`src/rtl/ikaopll_acc_i2s_tx_if.sv`:
```
// +----------------------------------------------------------------------------+
// | ikaopll_acc_i2s_tx_if                                                      |
// | Sample-in / I2S-out signal bundle for the OPLL accumulation DAC sink.      |
// | Rev 1.0                                                                    |
// +----------------------------------------------------------------------------+
`default_nettype none
`timescale 1ns/1ps

interface ikaopll_acc_i2s_tx_if #(
    parameter int FIFO_DEPTH = 4
);
    localparam int c_LEVEL_W = $clog2(FIFO_DEPTH) + 1;

    logic signed [15:0]   i_ACC_SIGNED;
    logic                 i_ACC_SIGNED_STRB;
    logic                 i_FLAG_CLR;
    logic                 o_I2S_BCLK;
    logic                 o_I2S_LRCK;
    logic                 o_I2S_SDATA;
    logic [c_LEVEL_W-1:0] o_FIFO_LEVEL;
    logic                 o_OVERFLOW;
    logic                 o_UNDERRUN;

    // Core / board side: drives samples and flag clear, observes the I2S pins.
    modport master (
        output i_ACC_SIGNED,
        output i_ACC_SIGNED_STRB,
        output i_FLAG_CLR,
        input  o_I2S_BCLK,
        input  o_I2S_LRCK,
        input  o_I2S_SDATA,
        input  o_FIFO_LEVEL,
        input  o_OVERFLOW,
        input  o_UNDERRUN
    );

    modport slave (
        input  i_ACC_SIGNED,
        input  i_ACC_SIGNED_STRB,
        input  i_FLAG_CLR,
        output o_I2S_BCLK,
        output o_I2S_LRCK,
        output o_I2S_SDATA,
        output o_FIFO_LEVEL,
        output o_OVERFLOW,
        output o_UNDERRUN
    );
endinterface

`default_nettype wire

```
`src/rtl/ikaopll_acc_i2s_tx.sv`:
```
// +----------------------------------------------------------------------------+
// | ikaopll_acc_i2s_tx                                                         |
// | Captures OPLL accumulated samples, applies saturating gain, buffers them   |
// | and serializes each as a mono 16-bit stereo I2S frame.                     |
// | Rev 1.0                                                                    |
// +----------------------------------------------------------------------------+
`default_nettype none
`timescale 1ns/1ps

module ikaopll_acc_i2s_tx #(
    parameter int FIFO_DEPTH = 4,
    parameter int BCLK_DIV   = 4,
    parameter int GAIN_SHIFT = 0
) (
    input  wire logic           i_EMUCLK,
    input  wire logic           i_RST,
    ikaopll_acc_i2s_tx_if.slave bus
);
    localparam int c_PTR_W   = $clog2(FIFO_DEPTH);
    localparam int c_LEVEL_W = c_PTR_W + 1;
    localparam int c_DIV_W   = (BCLK_DIV > 1) ? $clog2(BCLK_DIV) : 1;
    localparam logic [c_DIV_W-1:0]   c_DIV_LAST = c_DIV_W'(BCLK_DIV - 1);
    localparam logic [c_LEVEL_W-1:0] c_FULL     = c_LEVEL_W'(FIFO_DEPTH);

    // Serializer state
    logic [c_DIV_W-1:0]   div_q, div_d;
    logic                 bclk_q, bclk_d;
    logic                 started_q, started_d;
    logic [4:0]           bitcnt_q, bitcnt_d;
    logic                 lrck_q, lrck_d;
    logic                 sdata_q, sdata_d;
    logic [15:0]          held_q, held_d;

    // Capture and FIFO state
    logic                 strb_z_q, strb_z_d;
    logic [c_PTR_W-1:0]   wr_ptr_q, wr_ptr_d;
    logic [c_PTR_W-1:0]   rd_ptr_q, rd_ptr_d;
    logic [c_LEVEL_W-1:0] level_q, level_d;
    logic [15:0]          mem_q [FIFO_DEPTH];
    logic [15:0]          mem_d [FIFO_DEPTH];
    logic                 primed_q, primed_d;
    logic                 overflow_q, overflow_d;
    logic                 underrun_q, underrun_d;

    logic                 w_div_wrap;
    logic                 w_bclk_fall;
    logic                 w_frame_start;
    logic                 w_push;
    logic                 w_push_ok;
    logic                 w_pop_ok;
    logic                 w_fifo_empty;
    logic                 w_fifo_full;
    logic signed [20:0]   w_sample_wide;
    logic [15:0]          w_sample_sat;
    logic [3:0]           w_bit_idx;

    always_comb begin
        // Bit clock divider; every falling BCLK edge opens a new slot.
        w_div_wrap  = (div_q == c_DIV_LAST);
        w_bclk_fall = w_div_wrap & bclk_q;
        div_d       = w_div_wrap ? '0 : div_q + 1'b1;
        bclk_d      = w_div_wrap ? ~bclk_q : bclk_q;
        started_d   = started_q | w_bclk_fall;

        bitcnt_d = bitcnt_q;
        if (w_bclk_fall) begin
            bitcnt_d = started_q ? bitcnt_q + 5'd1 : 5'd0;
        end
        w_frame_start = w_bclk_fall && (bitcnt_d == 5'd0);

        // Gain shift on a sign-extended copy, then clamp to 16-bit range.
        w_sample_wide = $signed({{5{bus.i_ACC_SIGNED[15]}}, bus.i_ACC_SIGNED}) <<< GAIN_SHIFT;
        if (w_sample_wide > 21'sd32767) begin
            w_sample_sat = 16'h7FFF;
        end else if (w_sample_wide < -21'sd32768) begin
            w_sample_sat = 16'h8000;
        end else begin
            w_sample_sat = w_sample_wide[15:0];
        end

        strb_z_d     = bus.i_ACC_SIGNED_STRB;
        w_push       = bus.i_ACC_SIGNED_STRB & ~strb_z_q;
        w_fifo_empty = (level_q == '0);
        w_fifo_full  = (level_q == c_FULL);
        w_pop_ok     = w_frame_start & ~w_fifo_empty;
        // A full FIFO still accepts a push when a pop frees a slot this cycle.
        w_push_ok    = w_push & (~w_fifo_full | w_pop_ok);

        wr_ptr_d = w_push_ok ? wr_ptr_q + 1'b1 : wr_ptr_q;
        rd_ptr_d = w_pop_ok  ? rd_ptr_q + 1'b1 : rd_ptr_q;

        level_d = level_q;
        case ({w_push_ok, w_pop_ok})
            2'b10:   level_d = level_q + 1'b1;
            2'b01:   level_d = level_q - 1'b1;
            default: level_d = level_q;
        endcase

        mem_d = mem_q;
        if (w_push_ok) begin
            mem_d[wr_ptr_q] = w_sample_sat;
        end

        held_d   = w_pop_ok ? mem_q[rd_ptr_q] : held_q;
        primed_d = primed_q | w_push_ok;

        // Set events take priority over a simultaneous clear.
        overflow_d = (w_push & ~w_push_ok) | (overflow_q & ~bus.i_FLAG_CLR);
        underrun_d = (w_frame_start & w_fifo_empty & primed_q)
                   | (underrun_q & ~bus.i_FLAG_CLR);

        // One-bit I2S delay: slot k carries bit (16-k) mod 16 of the held word,
        // so slot 0 still shows bit 0 of the word held before this frame's pop.
        lrck_d    = lrck_q;
        sdata_d   = sdata_q;
        w_bit_idx = 4'd0 - bitcnt_d[3:0];
        if (w_bclk_fall) begin
            lrck_d  = bitcnt_d[4];
            sdata_d = held_q[w_bit_idx];
        end
    end

    always_ff @(posedge i_EMUCLK) begin
        if (i_RST) begin
            div_q      <= '0;
            bclk_q     <= 1'b0;
            started_q  <= 1'b0;
            bitcnt_q   <= 5'd0;
            lrck_q     <= 1'b0;
            sdata_q    <= 1'b0;
            held_q     <= 16'h0000;
            strb_z_q   <= 1'b0;
            wr_ptr_q   <= '0;
            rd_ptr_q   <= '0;
            level_q    <= '0;
            primed_q   <= 1'b0;
            overflow_q <= 1'b0;
            underrun_q <= 1'b0;
        end else begin
            div_q      <= div_d;
            bclk_q     <= bclk_d;
            started_q  <= started_d;
            bitcnt_q   <= bitcnt_d;
            lrck_q     <= lrck_d;
            sdata_q    <= sdata_d;
            held_q     <= held_d;
            strb_z_q   <= strb_z_d;
            wr_ptr_q   <= wr_ptr_d;
            rd_ptr_q   <= rd_ptr_d;
            level_q    <= level_d;
            primed_q   <= primed_d;
            overflow_q <= overflow_d;
            underrun_q <= underrun_d;
        end
    end

    // Storage needs no reset: entries are only read after being written.
    always_ff @(posedge i_EMUCLK) begin
        mem_q <= mem_d;
    end

    assign bus.o_I2S_BCLK   = bclk_q;
    assign bus.o_I2S_LRCK   = lrck_q;
    assign bus.o_I2S_SDATA  = sdata_q;
    assign bus.o_FIFO_LEVEL = level_q;
    assign bus.o_OVERFLOW   = overflow_q;
    assign bus.o_UNDERRUN   = underrun_q;

endmodule

`default_nettype wire

```
`src/flat_wrapper.sv`:
```
// flat-port wrapper written by rule: the top's interface ports become plain ports
module ikaopll_acc_i2s_tx_flat 
#(
    parameter int FIFO_DEPTH = 4,
    parameter int BCLK_DIV   = 4,
    parameter int GAIN_SHIFT = 0
)
  (i_EMUCLK, i_RST, bus_i_ACC_SIGNED, bus_i_ACC_SIGNED_STRB, bus_i_FLAG_CLR, bus_o_I2S_BCLK, bus_o_I2S_LRCK, bus_o_I2S_SDATA, bus_o_FIFO_LEVEL, bus_o_OVERFLOW, bus_o_UNDERRUN);
  ikaopll_acc_i2s_tx_if #(.FIFO_DEPTH(FIFO_DEPTH)) bus_i ();
  input  wire logic i_EMUCLK;
  input  wire logic i_RST;
  input wire logic [$bits(bus_i.i_ACC_SIGNED)-1:0] bus_i_ACC_SIGNED;
  input wire logic [$bits(bus_i.i_ACC_SIGNED_STRB)-1:0] bus_i_ACC_SIGNED_STRB;
  input wire logic [$bits(bus_i.i_FLAG_CLR)-1:0] bus_i_FLAG_CLR;
  output wire logic [$bits(bus_i.o_I2S_BCLK)-1:0] bus_o_I2S_BCLK;
  output wire logic [$bits(bus_i.o_I2S_LRCK)-1:0] bus_o_I2S_LRCK;
  output wire logic [$bits(bus_i.o_I2S_SDATA)-1:0] bus_o_I2S_SDATA;
  output wire logic [$bits(bus_i.o_FIFO_LEVEL)-1:0] bus_o_FIFO_LEVEL;
  output wire logic [$bits(bus_i.o_OVERFLOW)-1:0] bus_o_OVERFLOW;
  output wire logic [$bits(bus_i.o_UNDERRUN)-1:0] bus_o_UNDERRUN;
  assign bus_i.i_ACC_SIGNED = bus_i_ACC_SIGNED;
  assign bus_i.i_ACC_SIGNED_STRB = bus_i_ACC_SIGNED_STRB;
  assign bus_i.i_FLAG_CLR = bus_i_FLAG_CLR;
  assign bus_o_I2S_BCLK = bus_i.o_I2S_BCLK;
  assign bus_o_I2S_LRCK = bus_i.o_I2S_LRCK;
  assign bus_o_I2S_SDATA = bus_i.o_I2S_SDATA;
  assign bus_o_FIFO_LEVEL = bus_i.o_FIFO_LEVEL;
  assign bus_o_OVERFLOW = bus_i.o_OVERFLOW;
  assign bus_o_UNDERRUN = bus_i.o_UNDERRUN;
  ikaopll_acc_i2s_tx #(.FIFO_DEPTH(FIFO_DEPTH), .BCLK_DIV(BCLK_DIV), .GAIN_SHIFT(GAIN_SHIFT)) u_core (.i_EMUCLK(i_EMUCLK), .i_RST(i_RST), .bus(bus_i));
endmodule
```
`config.mk`:
```
export PLATFORM = sky130hd
export DESIGN_NAME = ikaopll_acc_i2s_tx_flat
export DESIGN_NICKNAME = d
export VERILOG_FILES = /design/src/rtl/ikaopll_acc_i2s_tx_if.sv /design/src/rtl/ikaopll_acc_i2s_tx.sv /design/src/flat_wrapper.sv
export SDC_FILE = /design/constraint.sdc
export NUM_CORES = 1
export LEC_CHECK = 0
export CORE_MARGIN = 5
export CORE_UTILIZATION = 58
export DETAILED_ROUTE_END_ITERATION = 8
export PLACE_DENSITY_LB_ADDON = 0.1
export SETUP_SLACK_MARGIN = 0.15
export SLEW_MARGIN = 30
export SYNTH_ARGS = -nofsm -noshare
export SYNTH_HDL_FRONTEND = slang
export SYNTH_SLANG_ARGS = --single-unit
```
`constraint.sdc`:
```
create_clock -name i_EMUCLK -period 3.6 [get_ports i_EMUCLK]
set_clock_uncertainty 0.1 [all_clocks]
set_input_delay 0.72 -clock i_EMUCLK [delete_from_list [all_inputs] [get_ports i_EMUCLK]]
set_output_delay 0.72 -clock i_EMUCLK [all_outputs]
set_load 0.01 [all_outputs]
```
==> reports/qor.yml <==
route:
  ant_nets: 0
  wl_um: 6990
  drtIter0Drc: 127
  drc: 0
  viasPerCell: 5.49
  firstDrtPassIters: 4
  post_drt_wl_per_cell_um: 16.9
  via_count: 2268
sta:
  finalCriticalPeriod_ns: 3.12
  finalSetupViolCount: 0
  min_period_over_period_pct: 86.7
  timing_hold_violations_final: 0
  rsz0062_at_grt: "false"
  fin_setup_tns_ns: 0
  slew_violations: 0
  clock.fmax_ghz: 0.320
  slew_headroom_pct: 36.7
  worst_pin_slew_ns: 0.949
clock_network:
  clk_pin_slew_ns: 0.11
  clk_latency_ns: 0.38
  htree_levels: 3
  numCtsBuffers: 9
  clock-sinks: 102
  cts_tree: "built"
  root_buffer: "clkbuf_8"
  clockBufferDepth: 2
  holdBufCountCts: 0
  post_cts_buffers: 0
  cts-resized-gates: 0
floorplanning:
  coreArea_um2: 7180
  die_y_um: 95.4
  dieArea_um2: 9100
  row_count: 31
  start_util_pct: 58.9
  die_x_um: 95.4
  ios: 28
layout:
  instances_no_fill: 413
  area_growth_pct: 13.3
  multi_input_area_um2: 1380
  regArea_um2: 2680
  fin_util_pct: 66.7
  drive_gt1_share_pct: 16.9
  fillers: 534
  layout.nets: 338
  n_antenna_cell: 0
  final_cell_area_um2: 4790
synthesis:
  yosys.area_share.adder_pct: 2.84
  yosys_register_bits: 102
  synth_top_area_cell: "edfxtp_1"
  yosys.area_share.simple_pct: 8.28
  synth_xor_area_share_pct: 1.83
  synth-seq-area-share_pct: 63.4
  mappedNetlistArea_um2: 4230
  muxShareOfSynthArea_pct: 15.4
  syn_area_per_cell_um2: 14.6
  syn_inst: 290
  synth-compound-area-share_pct: 4.17
  synth_ff_type: "edfxtp_1"
  synth_top_family_by_area: "multiplexers"
  synth_top_area_share_pct: 45.4
  async_flop_share_pct: 0
  synth_fp_nets: 319
  yosysUniqueCellTypes: 44
  synth_edf_count: 64
  ys.warnings.count: 0
  synth_area_leaders: "edfxtp_1, dfxtp_1, mux4_2"
worst_setup_path:
  cp_data_arrival_time_ns: 3.33
  reg2reg_to: "u_core.bus.o_FIFO_LEVEL[2]"
  r2r_slack_ns: 0.48
  crit_fanout: 7
  rr_worst_depth: 14
  crit_path_start: "u_core.div_q[0]"
  endpoint: "u_core.bus.o_FIFO_LEVEL[2]"
  cp_cell_sequence: "ha_1 > nand2_1 > buf_4 > nor3_2 > o31ai_2 > nand3_1 > a21oi_4 > inv_1 > ha_1 > inv_1 > fa_1 > xor2_1 > or3_1 > a21oi_1"
  worst-setup-path-type: "flip-flop to flip-flop"
  startpoint_type: "flip-flop"
  worst_path_max_delay_cell: "fa_1"
  worstSetupEndpointType: "flip-flop"
  cpPeakStageDelay_ns: 0.37
  cp.required_ns: 3.81
  r2r-start: "u_core.div_q[0]"
power_and_ir_drop:
  internal_power_uw: 1620
  swShare_pct: 24.0
  pwr-share-clk_pct: 33.9
  power_density_nw_per_um2: 445
  p_seq_share_pct: 60.6
  p_switching_uw: 512
  total_power_uw: 2130
  peakVddDrop_v: 0.000400
  p_leak_uw: 0.00175
  p_comb_share_pct: 5.6
global_routing:
  grt_pass1_vias: 2383
  grt-ovfl-total: 0
  grt_usage_pct: 17.8
  grt_max_degree: 25
  grt_pass1_wl_um: 11800
  antenna_found_initial: 0
job:
  drv_cap: 0
place:
  hpwlAfterDp_um: 4540
  io_buffers: 27
  dp.cells: 397
  place_area_um2: 4580
  routabilityCongestion: 0.799
worst_hold_path:
  hp-class: "flip-flop to flip-flop"
run_status:
  status: "complete, no violations"
## cell usage after synthesis (2+ instances only)
master / n
a21oi_1: 8
and2_1: 5
and3_1: 3
buf_1: 3
buf_2: 4
buf_6: 2
clkbuf_1: 20
dfxtp_1: 38
edfxtp_1: 64
ha_1: 8
inv_1: 11
mux2i_1: 19
mux4_2: 20
nand2_1: 5
nand2b_1: 4
nand3_1: 3
nand4b_1: 2
nor2_1: 31
nor2b_1: 4
nor3_1: 4
nor3b_1: 2
o21ai_0: 2
or3_1: 2
xnor2_1: 3
xor2_1: 4
## final cells by class
| type | count | share of cell area, % |
|---|---|---|
| clock inverters | 7 | 1.75 |
| multi-input cells | 148 | 28.7 |
| repair buffers | 37 | 7.47 |
| clock buffers | 9 | 2.59 |
| inverters | 11 | 0.862 |
| flip-flops and latches | 102 | 56.0 |
| well taps | 99 | 2.59 |
## power groups by stage
stage / registers (uW) / clock network, uW / logic [uW]
finish: 1290 / 721 / 118
detailed placement: 1320 / 0 / 121
floorplan: 1320 / 0 / 69.5
global placement: 1320 / 0 / 119
CTS: 1290 / 742 / 122
global route: 1300 / 796 / 131
## flip-flops by register name, summed over array words and instances (netlist names)
register	count
u_core.mem_q	64
u_core.held_q	16
u_core.bitcnt_q	5
u_core.bus.o_FIFO_LEVEL	3
u_core.div_q	2
u_core.rd_ptr_q	2
u_core.wr_ptr_q	2
u_core.bus.o_I2S_BCLK	1
u_core.bus.o_I2S_LRCK	1
u_core.bus.o_I2S_SDATA	1
u_core.bus.o_OVERFLOW	1
u_core.bus.o_UNDERRUN	1
u_core.primed_q	1
u_core.started_q	1
u_core.strb_z_q	1
## cells by family (layout without fill, tap and decap cells)
kind of cell,Yosys count,count (layout)
AO/OA/AOI/OAI,22,22
multiplexers,40,40
AND/OR/NAND/NOR,69,69
adder cells (fa/ha/maj),9,9
buffers and inverters,40,64
flip-flops,102,102
XOR/XNOR,8,8
## worst max-delay path: cells and delay by family (launching register included)
kind,cells,cell delay (ns)
flip-flops,1,0.35
adder cells (fa/ha/maj),3,0.79
XOR/XNOR,1,0.15
buffers and inverters,3,0.36
AO/OA/AOI/OAI,3,0.36
AND/OR/NAND/NOR,4,0.95
## per-layer routing
metal	track usage, %	routed length [um]
met1	22.6	3180
met2	29.3	3430
met3	4.10	228
met4	7.46	142
met5	0	0
## through the flow
step | hold WS [ns] | worst slack, ns
finish | 0.337 | 0.479
global route | 0.356 | 0.223
CTS | 0.345 | 0.463
detailed placement | 0.329 | 0.476
global placement | 0.311 | 0.575
floorplan | 0.304 | 0.408
## worst min path at each step
stage | slack [ns] | from | cells after the start | end
floorplan | 0.30 | u_core.div_q[0] | 1 | u_core.div_q[0]
global placement | 0.31 | u_core.div_q[0] | 1 | u_core.div_q[0]
detailed placement | 0.33 | u_core.div_q[0] | 1 | u_core.div_q[0]
CTS | 0.34 | u_core.div_q[0] | 1 | u_core.div_q[0]
global route | 0.36 | u_core.div_q[0] | 1 | u_core.div_q[0]
finish | 0.34 | u_core.div_q[0] | 1 | u_core.div_q[0]
## cells in the final DEF (no fill, tap or decap), drive strengths merged, types with 2 or more instances in the layout
master,netlist,layout
edfxtp,64,64
dfxtp,38,38
nor2,31,31
clkdlybuf4s50,0,27
mux4,20,20
mux2i,19,19
inv,11,15
buf,9,10
a21oi,10,10
clkbuf,20,9
ha,8,8
and2,5,5
nand2,5,5
nor3,5,5
xor2,5,5
nand2b,4,4
nor2b,4,4
nand3,4,4
xnor2,3,3
and3,3,3
o21ai,3,3
clkinv,0,3
nand4b,2,2
nor3b,2,2
or3,2,2
Note: power is estimated with default switching activity, not from simulation.
